**src/rtl/bus_pkg.sv**
```systemverilog
// Shared definitions for the 386-style local bus (initiator and bus_control).
// Contents: bus state encoding and {m_io, d_c, w_r} cycle-type constants.
package bus_pkg;

    typedef enum logic [1:0] {
        ST_IDLE = 2'd0,
        ST_T1   = 2'd1,
        ST_T2   = 2'd2
    } bus_state_e;

    localparam logic [2:0] CYC_INTA    = 3'b000;
    localparam logic [2:0] CYC_IO_RD   = 3'b010;
    localparam logic [2:0] CYC_IO_WR   = 3'b011;
    localparam logic [2:0] CYC_CODE_RD = 3'b100;
    localparam logic [2:0] CYC_MEM_RD  = 3'b110;
    localparam logic [2:0] CYC_MEM_WR  = 3'b111;

endpackage

```
**src/rtl/bus_initiator_if.sv**
```systemverilog
// Request/response handshake plus local-bus pins of the bus initiator.
// master: initiator view (drives bus + response); slave: requester/target view.
interface bus_initiator_if #(
    parameter int ADDR_WIDTH = 30,
    parameter int DATA_WIDTH = 32,
    parameter int CNT_WIDTH  = 8
);
    logic                    req_valid;
    logic                    req_ready;
    logic [ADDR_WIDTH-1:0]   req_addr;
    logic [DATA_WIDTH/8-1:0] req_be;
    logic [2:0]              req_type;
    logic [DATA_WIDTH-1:0]   req_wdata;
    logic                    rsp_valid;
    logic [DATA_WIDTH-1:0]   rsp_rdata;
    logic                    rsp_err;
    logic                    _ads;
    logic [ADDR_WIDTH-1:0]   addr;
    logic [DATA_WIDTH/8-1:0] _be;
    logic                    m_io;
    logic                    d_c;
    logic                    w_r;
    logic [DATA_WIDTH-1:0]   dout;
    logic                    data_oe;
    logic [DATA_WIDTH-1:0]   din;
    logic                    _ready;
    logic [CNT_WIDTH-1:0]    wait_states;

    modport master (
        input  req_valid, req_addr, req_be, req_type, req_wdata,
        input  din, _ready,
        output req_ready, rsp_valid, rsp_rdata, rsp_err,
        output _ads, addr, _be, m_io, d_c, w_r, dout, data_oe,
        output wait_states
    );

    modport slave (
        output req_valid, req_addr, req_be, req_type, req_wdata,
        output din, _ready,
        input  req_ready, rsp_valid, rsp_rdata, rsp_err,
        input  _ads, addr, _be, m_io, d_c, w_r, dout, data_oe,
        input  wait_states
    );

endinterface

```
**src/rtl/bus_wait_counter.sv**
```systemverilog
// T2 wait-state counter: synchronous clear, increment, saturate at all ones.
// Ports: clk, _rst, clr_i, inc_i -> count_o, timeout_o (last T2 before abort).
module bus_wait_counter #(
    parameter int TIMEOUT   = 64,
    parameter int CNT_WIDTH = 8
) (
    input  logic                 clk,
    input  logic                 _rst,
    input  logic                 clr_i,
    input  logic                 inc_i,
    output logic [CNT_WIDTH-1:0] count_o,
    output logic                 timeout_o
);

    localparam bit TO_EN = (TIMEOUT != 0);
    localparam logic [CNT_WIDTH-1:0] LAST =
        TO_EN ? CNT_WIDTH'(TIMEOUT - 1) : '0;

    logic [CNT_WIDTH-1:0] count_q;
    logic [CNT_WIDTH-1:0] count_d;

    always_comb begin
        count_d = count_q;
        if (clr_i) begin
            count_d = '0;
        end else if (inc_i && (count_q != '1)) begin
            count_d = count_q + 1'b1;
        end
    end

    always_ff @(posedge clk or negedge _rst) begin
        if (!_rst) begin
            count_q <= '0;
        end else begin
            count_q <= count_d;
        end
    end

    assign count_o   = count_q;
    // High on the T2 edge that must abort rather than count once more.
    assign timeout_o = TO_EN && (count_q == LAST);

endmodule

```
**src/rtl/bus_initiator.sv**
```systemverilog
// Initiator of the 386-style local bus: runs T1/T2 cycles with wait states.
// Ports: clk, _rst (async, active-low), bif (bus_initiator_if.master).
module bus_initiator
    import bus_pkg::*;
#(
    parameter int ADDR_WIDTH = 30,
    parameter int DATA_WIDTH = 32,
    parameter int TIMEOUT    = 64,
    parameter int CNT_WIDTH  = 8
) (
    input  logic             clk,
    input  logic             _rst,
    bus_initiator_if.master  bif
);

    localparam int BE_W = DATA_WIDTH / 8;
    localparam logic [CNT_WIDTH-1:0] TO_WS = CNT_WIDTH'(TIMEOUT);

    bus_state_e            state_q, state_d;
    logic                  ads_q, ads_d;
    logic [ADDR_WIDTH-1:0] addr_q, addr_d;
    logic [BE_W-1:0]       be_q, be_d;
    logic [2:0]            cyc_q, cyc_d;
    logic [DATA_WIDTH-1:0] dout_q, dout_d;
    logic                  oe_q, oe_d;
    logic                  rvalid_q, rvalid_d;
    logic [DATA_WIDTH-1:0] rdata_q, rdata_d;
    logic                  err_q, err_d;
    logic [CNT_WIDTH-1:0]  ws_q, ws_d;

    logic                  cnt_clr;
    logic                  cnt_inc;
    logic [CNT_WIDTH-1:0]  cnt;
    logic                  cnt_to;

    bus_wait_counter #(
        .TIMEOUT   (TIMEOUT),
        .CNT_WIDTH (CNT_WIDTH)
    ) u_cnt (
        .clk       (clk),
        ._rst      (_rst),
        .clr_i     (cnt_clr),
        .inc_i     (cnt_inc),
        .count_o   (cnt),
        .timeout_o (cnt_to)
    );

    always_comb begin
        state_d  = state_q;
        ads_d    = ads_q;
        addr_d   = addr_q;
        be_d     = be_q;
        cyc_d    = cyc_q;
        dout_d   = dout_q;
        oe_d     = oe_q;
        rvalid_d = 1'b0;
        rdata_d  = rdata_q;
        err_d    = err_q;
        ws_d     = ws_q;
        cnt_clr  = 1'b0;
        cnt_inc  = 1'b0;
        unique case (state_q)
            ST_IDLE: begin
                if (bif.req_valid) begin
                    addr_d  = bif.req_addr;
                    be_d    = ~bif.req_be;
                    cyc_d   = bif.req_type;
                    dout_d  = bif.req_wdata;
                    oe_d    = bif.req_type[0];
                    ads_d   = 1'b0;
                    cnt_clr = 1'b1;
                    state_d = ST_T1;
                end
            end
            ST_T1: begin
                ads_d   = 1'b1;
                state_d = ST_T2;
            end
            ST_T2: begin
                if (!bif._ready) begin
                    // Writes keep the previous read data visible.
                    if (!cyc_q[0]) begin
                        rdata_d = bif.din;
                    end
                    err_d    = 1'b0;
                    rvalid_d = 1'b1;
                    oe_d     = 1'b0;
                    ws_d     = cnt;
                    state_d  = ST_IDLE;
                end else if (cnt_to) begin
                    err_d    = 1'b1;
                    rvalid_d = 1'b1;
                    oe_d     = 1'b0;
                    ws_d     = TO_WS;
                    state_d  = ST_IDLE;
                end else begin
                    cnt_inc = 1'b1;
                end
            end
            default: begin
                ads_d   = 1'b1;
                oe_d    = 1'b0;
                state_d = ST_IDLE;
            end
        endcase
    end

    always_ff @(posedge clk or negedge _rst) begin
        if (!_rst) begin
            state_q  <= ST_IDLE;
            ads_q    <= 1'b1;
            addr_q   <= '0;
            be_q     <= '1;
            cyc_q    <= 3'b000;
            dout_q   <= '0;
            oe_q     <= 1'b0;
            rvalid_q <= 1'b0;
            rdata_q  <= '0;
            err_q    <= 1'b0;
            ws_q     <= '0;
        end else begin
            state_q  <= state_d;
            ads_q    <= ads_d;
            addr_q   <= addr_d;
            be_q     <= be_d;
            cyc_q    <= cyc_d;
            dout_q   <= dout_d;
            oe_q     <= oe_d;
            rvalid_q <= rvalid_d;
            rdata_q  <= rdata_d;
            err_q    <= err_d;
            ws_q     <= ws_d;
        end
    end

    assign bif.req_ready   = (state_q == ST_IDLE);
    assign bif.rsp_valid   = rvalid_q;
    assign bif.rsp_rdata   = rdata_q;
    assign bif.rsp_err     = err_q;
    assign bif._ads        = ads_q;
    assign bif.addr        = addr_q;
    assign bif._be         = be_q;
    assign bif.m_io        = cyc_q[2];
    assign bif.d_c         = cyc_q[1];
    assign bif.w_r         = cyc_q[0];
    assign bif.dout        = dout_q;
    assign bif.data_oe     = oe_q;
    assign bif.wait_states = ws_q;

endmodule

```
**src/flat_wrapper.sv**
```systemverilog
// flat-port wrapper written by rule: the top's interface ports become plain ports
module bus_initiator_flat import bus_pkg::*;
#(
    parameter int ADDR_WIDTH = 30,
    parameter int DATA_WIDTH = 32,
    parameter int TIMEOUT    = 64,
    parameter int CNT_WIDTH  = 8
)
  (clk, _rst, bif_req_valid, bif_req_addr, bif_req_be, bif_req_type, bif_req_wdata, bif_din, bif__ready, bif_req_ready, bif_rsp_valid, bif_rsp_rdata, bif_rsp_err, bif__ads, bif_addr, bif__be, bif_m_io, bif_d_c, bif_w_r, bif_dout, bif_data_oe, bif_wait_states);
  bus_initiator_if #(.ADDR_WIDTH(ADDR_WIDTH), .DATA_WIDTH(DATA_WIDTH), .CNT_WIDTH(CNT_WIDTH)) bif_i ();
  input  logic clk;
  input  logic _rst;
  input wire logic [$bits(bif_i.req_valid)-1:0] bif_req_valid;
  input wire logic [$bits(bif_i.req_addr)-1:0] bif_req_addr;
  input wire logic [$bits(bif_i.req_be)-1:0] bif_req_be;
  input wire logic [$bits(bif_i.req_type)-1:0] bif_req_type;
  input wire logic [$bits(bif_i.req_wdata)-1:0] bif_req_wdata;
  input wire logic [$bits(bif_i.din)-1:0] bif_din;
  input wire logic [$bits(bif_i._ready)-1:0] bif__ready;
  output wire logic [$bits(bif_i.req_ready)-1:0] bif_req_ready;
  output wire logic [$bits(bif_i.rsp_valid)-1:0] bif_rsp_valid;
  output wire logic [$bits(bif_i.rsp_rdata)-1:0] bif_rsp_rdata;
  output wire logic [$bits(bif_i.rsp_err)-1:0] bif_rsp_err;
  output wire logic [$bits(bif_i._ads)-1:0] bif__ads;
  output wire logic [$bits(bif_i.addr)-1:0] bif_addr;
  output wire logic [$bits(bif_i._be)-1:0] bif__be;
  output wire logic [$bits(bif_i.m_io)-1:0] bif_m_io;
  output wire logic [$bits(bif_i.d_c)-1:0] bif_d_c;
  output wire logic [$bits(bif_i.w_r)-1:0] bif_w_r;
  output wire logic [$bits(bif_i.dout)-1:0] bif_dout;
  output wire logic [$bits(bif_i.data_oe)-1:0] bif_data_oe;
  output wire logic [$bits(bif_i.wait_states)-1:0] bif_wait_states;
  assign bif_i.req_valid = bif_req_valid;
  assign bif_i.req_addr = bif_req_addr;
  assign bif_i.req_be = bif_req_be;
  assign bif_i.req_type = bif_req_type;
  assign bif_i.req_wdata = bif_req_wdata;
  assign bif_i.din = bif_din;
  assign bif_i._ready = bif__ready;
  assign bif_req_ready = bif_i.req_ready;
  assign bif_rsp_valid = bif_i.rsp_valid;
  assign bif_rsp_rdata = bif_i.rsp_rdata;
  assign bif_rsp_err = bif_i.rsp_err;
  assign bif__ads = bif_i._ads;
  assign bif_addr = bif_i.addr;
  assign bif__be = bif_i._be;
  assign bif_m_io = bif_i.m_io;
  assign bif_d_c = bif_i.d_c;
  assign bif_w_r = bif_i.w_r;
  assign bif_dout = bif_i.dout;
  assign bif_data_oe = bif_i.data_oe;
  assign bif_wait_states = bif_i.wait_states;
  bus_initiator #(.ADDR_WIDTH(ADDR_WIDTH), .DATA_WIDTH(DATA_WIDTH), .TIMEOUT(TIMEOUT), .CNT_WIDTH(CNT_WIDTH)) u_core (.clk(clk), ._rst(_rst), .bif(bif_i));
endmodule
```
**config.mk**
```make
export PLATFORM = sky130hd
export DESIGN_NAME = bus_initiator_flat
export DESIGN_NICKNAME = d
export VERILOG_FILES = /design/src/rtl/bus_pkg.sv /design/src/rtl/bus_initiator_if.sv /design/src/rtl/bus_wait_counter.sv /design/src/rtl/bus_initiator.sv /design/src/flat_wrapper.sv
export SDC_FILE = /design/constraint.sdc
export NUM_CORES = 1
export LEC_CHECK = 0
export CORE_ASPECT_RATIO = 1.2
export CORE_UTILIZATION = 25
export DETAILED_ROUTE_END_ITERATION = 8
export PLACE_DENSITY_LB_ADDON = 0.25
export SLEW_MARGIN = 20
export SYNTH_ARGS = -nofsm -noshare
export SYNTH_HDL_FRONTEND = slang
export SYNTH_SLANG_ARGS = --single-unit
```
**constraint.sdc**
```tcl
create_clock -name clk -period 1.7 [get_ports clk]
set_input_delay 0.34 -clock clk [delete_from_list [all_inputs] [get_ports clk]]
set_output_delay 0.34 -clock clk [all_outputs]
set_load 0.005 [all_outputs]
```
== After elaboration in Yosys (flattened, before gate mapping) ==
Cells that the tools add are included.
W data, S select, Z words.
Word-level totals
  latch bits: 0
  logic and storage cells: 58
  memory bits (writable): 0
  output and inout port bits: 114
  register bits after elaboration: 123
  ROM bits: 0
  bits of input ports: 105
  memories kept: 0
Operators by class
  multiplexer cells: 24
  shift operators: 0
  reduce and logical (&&, ||, !) cells: 9
  order comparisons: 0
  equality and inequality tests: 7
  add/subtract/negate cells: 1
  bitwise operators: 5
  div/mod/pow operators: 0
  $mul: 0
Operators with widths (number)
  $mux W8: 4
  $mux W1: 14
  $add A8 B1 Y8 const B: 1
  $eq A8 B6 Y1 const B: 1
  $ne A8 B8 Y1 const B: 1
  $reduce_and A2 Y1: 4
  $mux W2: 3
  $pmux W2 S3: 1
  $reduce_and A3 Y1: 2
  $not A1 Y1: 4
  $not A4 Y4: 1
  $ne A3 B2 Y1 const B: 1
  $pmux W1 S3: 1
  $eq A2 B1 Y1 const B: 1
  $eq A2 B2 Y1 const B: 1
  $logic_not A2 Y1: 1
  $ne A2 B1 Y1 const B: 1
  $ne A2 B2 Y1 const B: 1
  $pmux W1 S2: 1
  $reduce_bool A2 Y1: 1
  $logic_and A1 B1 Y1: 1

== Depth between registers and ports, before layout ==
  depth in word-level cells: 7
  gate-level depth with buffers: 7
  gate-level depth less buffers: 5

== Modules after synthesis ==
A second synthesis with hierarchy kept.
Unflattened totals
  cell total of the unflattened synthesis: 311
  area, all modules: 4942.2 µm²
By module, submodules not included
  bus_initiator: cells an instance 260, instances 1, sequential area each 2884.0 µm², area each 4440.5 µm²
  bus_wait_counter: cells an instance 51, instances 1, sequential area each 200.2 µm², area each 501.7 µm²

== Worst setup path before layout ==
No wires, ideal clock.
  path kind: register to register
  start: register u_core.state_q[0]
  end: register u_core.rdata_q[10] (netlist: u_core.bif.rsp_rdata[10])
  setup slack: 0.242 ns
  period minus slack after synthesis: 1.458 ns
  arrival: 1.334 ns
  cell stages (with the launch flop): 6
  setup time: 0.125 ns
  data required time: 1.575 ns
  path buffers: 1
  path through: dfrtp_1 inv_1 nand2_1 nor3_2 buf_4 mux2_2
Between the ends
  cells in the longest elaborated chain, start to end: 2
Ends and longest elaborated chain
  from (decl): RTL line bus_initiator.sv:19  | bus_state_e state_q, state_d;
  from (signal assigned): RTL line bus_initiator.sv:122  | state_q <= state_d;
  $eq A2 B2 Y1: RTL line bus_initiator.sv:62  | unique case (state_q)
  $reduce_and A3 Y1 (no line)
  to (signal assigned): RTL line bus_initiator.sv:130  | rdata_q <= rdata_d;
  to (decl): RTL line bus_initiator.sv:27  | logic [DATA_WIDTH-1:0] rdata_q, rdata_d;
No other way between the ends.
A chain may end at the register's enable or synchronous reset.

== Worst setup path in the final report ==
  start: register u_core.state_q[0]
  end: register u_core.rdata_q[2] (netlist: u_core.bif.rsp_rdata[2])
Same word-level chain as after synthesis.

==> impl_summary.log <==
INFO  metric crit_path_end_kind = flip-flop
INFO  metric yosys.area_share.simple = 19.1%
INFO  metric first_iter_violations = around 150
INFO  metric cts_sinks = about 120
INFO  metric crit_type = reg -> reg
INFO  metric power_per_cell_area = 1760 nW/um2
INFO  metric dp_hpwl = about 9100 um
INFO  metric detail_route.drc_violations = 0
INFO  metric clock_period_minus_final_worst_setup_slack = about 1.7 ns
INFO  metric largest_family_of_logic_cells_by_synthesized_area = simple AND/OR/NAND/NOR gates
INFO  metric drt-total-wl = about 14000 um
INFO  metric synth_xor_xnor_area_share = 0.183%
INFO  metric number_of_detailed_routing_iterations_run_before_antenna_repair = 4
INFO  metric post-synth-top-area-fraction = ~60%
INFO  metric vdd_ir_drop_max = 0.796 mV
INFO  metric first_pass_grt_wire_length = approximately 21000 um
INFO  metric final_nets = around 800
INFO  metric final_util = around 43%
INFO  metric final.hold.worst_slack = 0.341 ns
INFO  metric status = complete, no violations
INFO  metric effective_utilization_at_floorplan = between 20 and 30%
INFO  metric cts_root_buf = clkbuf_16
INFO  metric grt_start_max_net_pins = 62
INFO  metric top_cell_type_by_total_area_after_synthesis = dfrtp_1
INFO  metric antenna_found_initial = 0
INFO  metric cellLeakagePower = ~3.7 nW
INFO  metric wire_per_inst = 14.3 um
INFO  metric setup.worst_path.start_class = flip-flop
INFO  metric worst_skew_pair.late_latency = roughly 0.41 ns
INFO  metric cts_tree = done
INFO  metric report.final.slew_viol_count = 0
INFO  metric required = about 2.0 ns
INFO  metric synth-adder-area-share = less than 1%
INFO  metric footprint_of_the_multi_input_gates = 1570 um2
INFO  metric synth.avg_cell_area = about 11 um2
INFO  metric number_of_buffers_inserted_during_clock_tree_synthesis = 17
INFO  metric num-fill-cells = approximately 1800
INFO  metric cp.arrival = about 1.9 ns
INFO  metric diodes = 0
INFO  metric synthDistinctLibCells = 39
INFO  metric core_region = ~19000 um2
INFO  metric synth_seq_cells = between 100 and 150
INFO  metric synth_compound_gate_area_share = about 4.8%
INFO  metric clock_path_buffers = 2
INFO  metric overall_die_area = ~20000 um2
INFO  metric globalplace.congestion = between 0.7 and 0.8
INFO  metric number_of_global_route_vias_before_repair = 4220
INFO  metric drt-vias-per-instance = 4.24
INFO  metric rows = between 50 and 60
INFO  metric netlist_area = around 4800 um2
INFO  metric ioPinCount = about 220
INFO  metric die_h = ~150 um
INFO  metric groute.usage.overall = 13.9%
INFO  metric finalSetupViolations = 0
INFO  metric layout-area-overhead-vs-synth = 71.0%
INFO  metric clk_transition_reported_paths = ~0.05 ns
INFO  metric register_area = slightly above 3000 um2
INFO  metric share_of_cell_area_taken_by_muxes_after_synthesis = under 10%
INFO  metric count_of_mapped_cells_out_of_synthesis = 444
INFO  metric synthTopCellsByArea = dfrtp_1 62%, nand2_1 16%, mux2_2 7.1%, dfstp_2 2.8%, a22o_1 1.1%
INFO  metric synth_sequential_area_ratio = ~65%
INFO  metric grt_remaining_overflow = 0
INFO  metric worst_reg2reg_path_depth = 7
INFO  metric hp-class = in -> async
INFO  metric max_freq = approximately 600 MHz
INFO  metric fin_worst_skew = about 0.0074 ns
INFO  metric path_max_fanout = 8
INFO  metric synth.yosys.warnings = 0
INFO  metric die-width = about 130 um
INFO  metric synthesis.nets = 550
INFO  metric vias = just over 4000
INFO  metric max-slew-margin-rel = between 70% and 80%
INFO  metric post_route_cells_drive_above_1_share = 15.5%
INFO  metric power = 14.4 mW
INFO  metric finalCritPeriodShare = a little over nine tenths
INFO  metric cts_max_level = 4
INFO  metric antenna_violating_nets_post_route = 0
INFO  metric max_slew.worst_pin.slew = 0.438 ns
INFO  metric maxCapViolations = 0
INFO  metric buffers_added_on_ports = roughly 220
INFO  metric timing.final.hold_violations = 0
cells in the mapped netlist (all sizes together):
| master | n |
|---|---|
| and4bb | 1 |
| mux2 | 32 |
| mux2i | 3 |
| nand2 | 205 |
| and4b | 1 |
| nand2b | 1 |
| and2 | 2 |
| dfrtp | 118 |
| a21oi | 5 |
| nand4 | 2 |
| and4 | 1 |
| a31oi | 5 |
| and2b | 1 |
| a2bb2oi | 1 |
| buf | 15 |
| xnor2 | 1 |
| nor3 | 1 |
| ha | 1 |
| or2 | 1 |
| a21boi | 1 |
| nor2 | 6 |
| o211ai | 1 |
| a41o | 1 |
| a22o | 6 |
| nand3 | 1 |
| o32a | 1 |
| o22ai | 2 |
| o21ai | 8 |
| clkbuf | 5 |
| a311oi | 1 |
| and3b | 1 |
| dfstp | 5 |
| inv | 6 |
| and3 | 2 |
cells in the final DEF, fill, tap and decap left out, types with 4 or more instances in the layout:
| cell | netlist | final |
|---|---|---|
| o21ai_0 | 7 | 7 |
| dlygate4sd2_1 | 0 | 6 |
| dfrtp_1 | 118 | 116 |
| bufinv_16 | 0 | 4 |
| clkbuf_16 | 0 | 20 |
| nor2_1 | 6 | 5 |
| a21oi_1 | 5 | 5 |
| a22o_1 | 6 | 6 |
| clkbuf_8 | 0 | 4 |
| dfstp_2 | 5 | 5 |
| nand2_1 | 205 | 204 |
| buf_12 | 0 | 6 |
| a31oi_1 | 5 | 5 |
| buf_4 | 5 | 18 |
| clkdlybuf4s50_1 | 0 | 211 |
| mux2_2 | 30 | 30 |
state kept, by name (all words and copies together), names as in the netlist, 2 cells and up:
| signal | flops |
|---|---|
| u_core.bif._be | 4 |
| u_core.bif.addr | 30 |
| u_core.bif.dout | 32 |
| u_core.bif.rsp_rdata | 32 |
| u_core.bif.wait_states | 8 |
| u_core.cyc_q | 3 |
| u_core.state_q | 2 |
| u_core.u_cnt.count_o | 8 |
worst max-delay path, stage by stage, from the launching register on:
cell       delay [ns]
dfrtp_2          0.40
buf_4            0.15
inv_2            0.06
nand2_2          0.07
nor3_4           0.21
buf_12           0.16
clkbuf_16        0.16
mux2_2           0.33
per-stage QoR:
step | instances | area [um2] | setup WS (ns) | TNS [ns]
CTS | 950 | 8030 | 0.0132 | 0
floorplan | 444 | 4770 | 0.242 | 0
global placement | 914 | 7350 | -0.138 | -10.64
detailed placement | 914 | 7350 | -0.177 | -14.21
finish | 958 | 8170 | 0.0389 | 0
global route | 958 | 8170 | -0.0193 | -0.289
layer usage:
layer / track usage, % / part of all wire (%) / up-vias
met5: 0 / 0 / -
met4: 5.66 / 1.9 / 0
met3: 4.38 / 6.1 / 16
met2: 24.0 / 50 / 162
met1: 15.7 / 42 / 1946
li1: - / - / 1938
kinds of logic (layout without fill, tap and decap cells):
logic type | count (synthesis) | after routing
AOI/OAI and AO/OA | 32 | 32
xor gates and xnor gates | 1 | 1
adders and majority gates | 1 | 1
buffers and inverters | 26 | 284
DFF | 123 | 123
muxes | 35 | 35
and+or+nand+nor | 226 | 226
timing repair:
action                                 in CTS  in global routing
endpoints found under the hold margin      12                  0
hold buffers                                1                  0
setup endpoints to repair                   7                 93
pin swaps                                   0                  2
gates resized for setup                     9                  4
setup buffers                               3                  4
gates cloned                                0                  4
power breakdown:
group | switching, mW | total [mW] | internal, mW
clock network | 1.30 | 3.92 | 2.61
logic | 2.10 | 5.50 | 3.40
registers | 0.726 | 5.00 | 4.27
final cells by class:
cell class | instances | area share [%]
clock buffer | 22 | 5.93
clock inverter | 10 | 1.99
inverter | 6 | 0.306
multi-input combinational | 295 | 19.2
sequential | 123 | 37.8
tap | 256 | 3.92
timing repair buffer | 246 | 30.9
worst paths after layout:
check | startpoint | end | slack, ns
worst max-delay path | u_core.state_q[0] | u_core.bif.rsp_rdata[2] | 0.04
worst min-delay path | _rst | u_core.bif.rsp_valid | 0.34
worst max register to register | u_core.state_q[0] | u_core.bif.rsp_rdata[2] | 0.04
worst min register to register | u_core.bif.dout[22] | u_core.bif.dout[22] | 0.47
max in group asynchronous | _rst | u_core.bif._be[2] | 0.74
min in group clk | bif_req_wdata[4] | u_core.bif.dout[4] | 0.46
(Power assumes the default switching activity.)
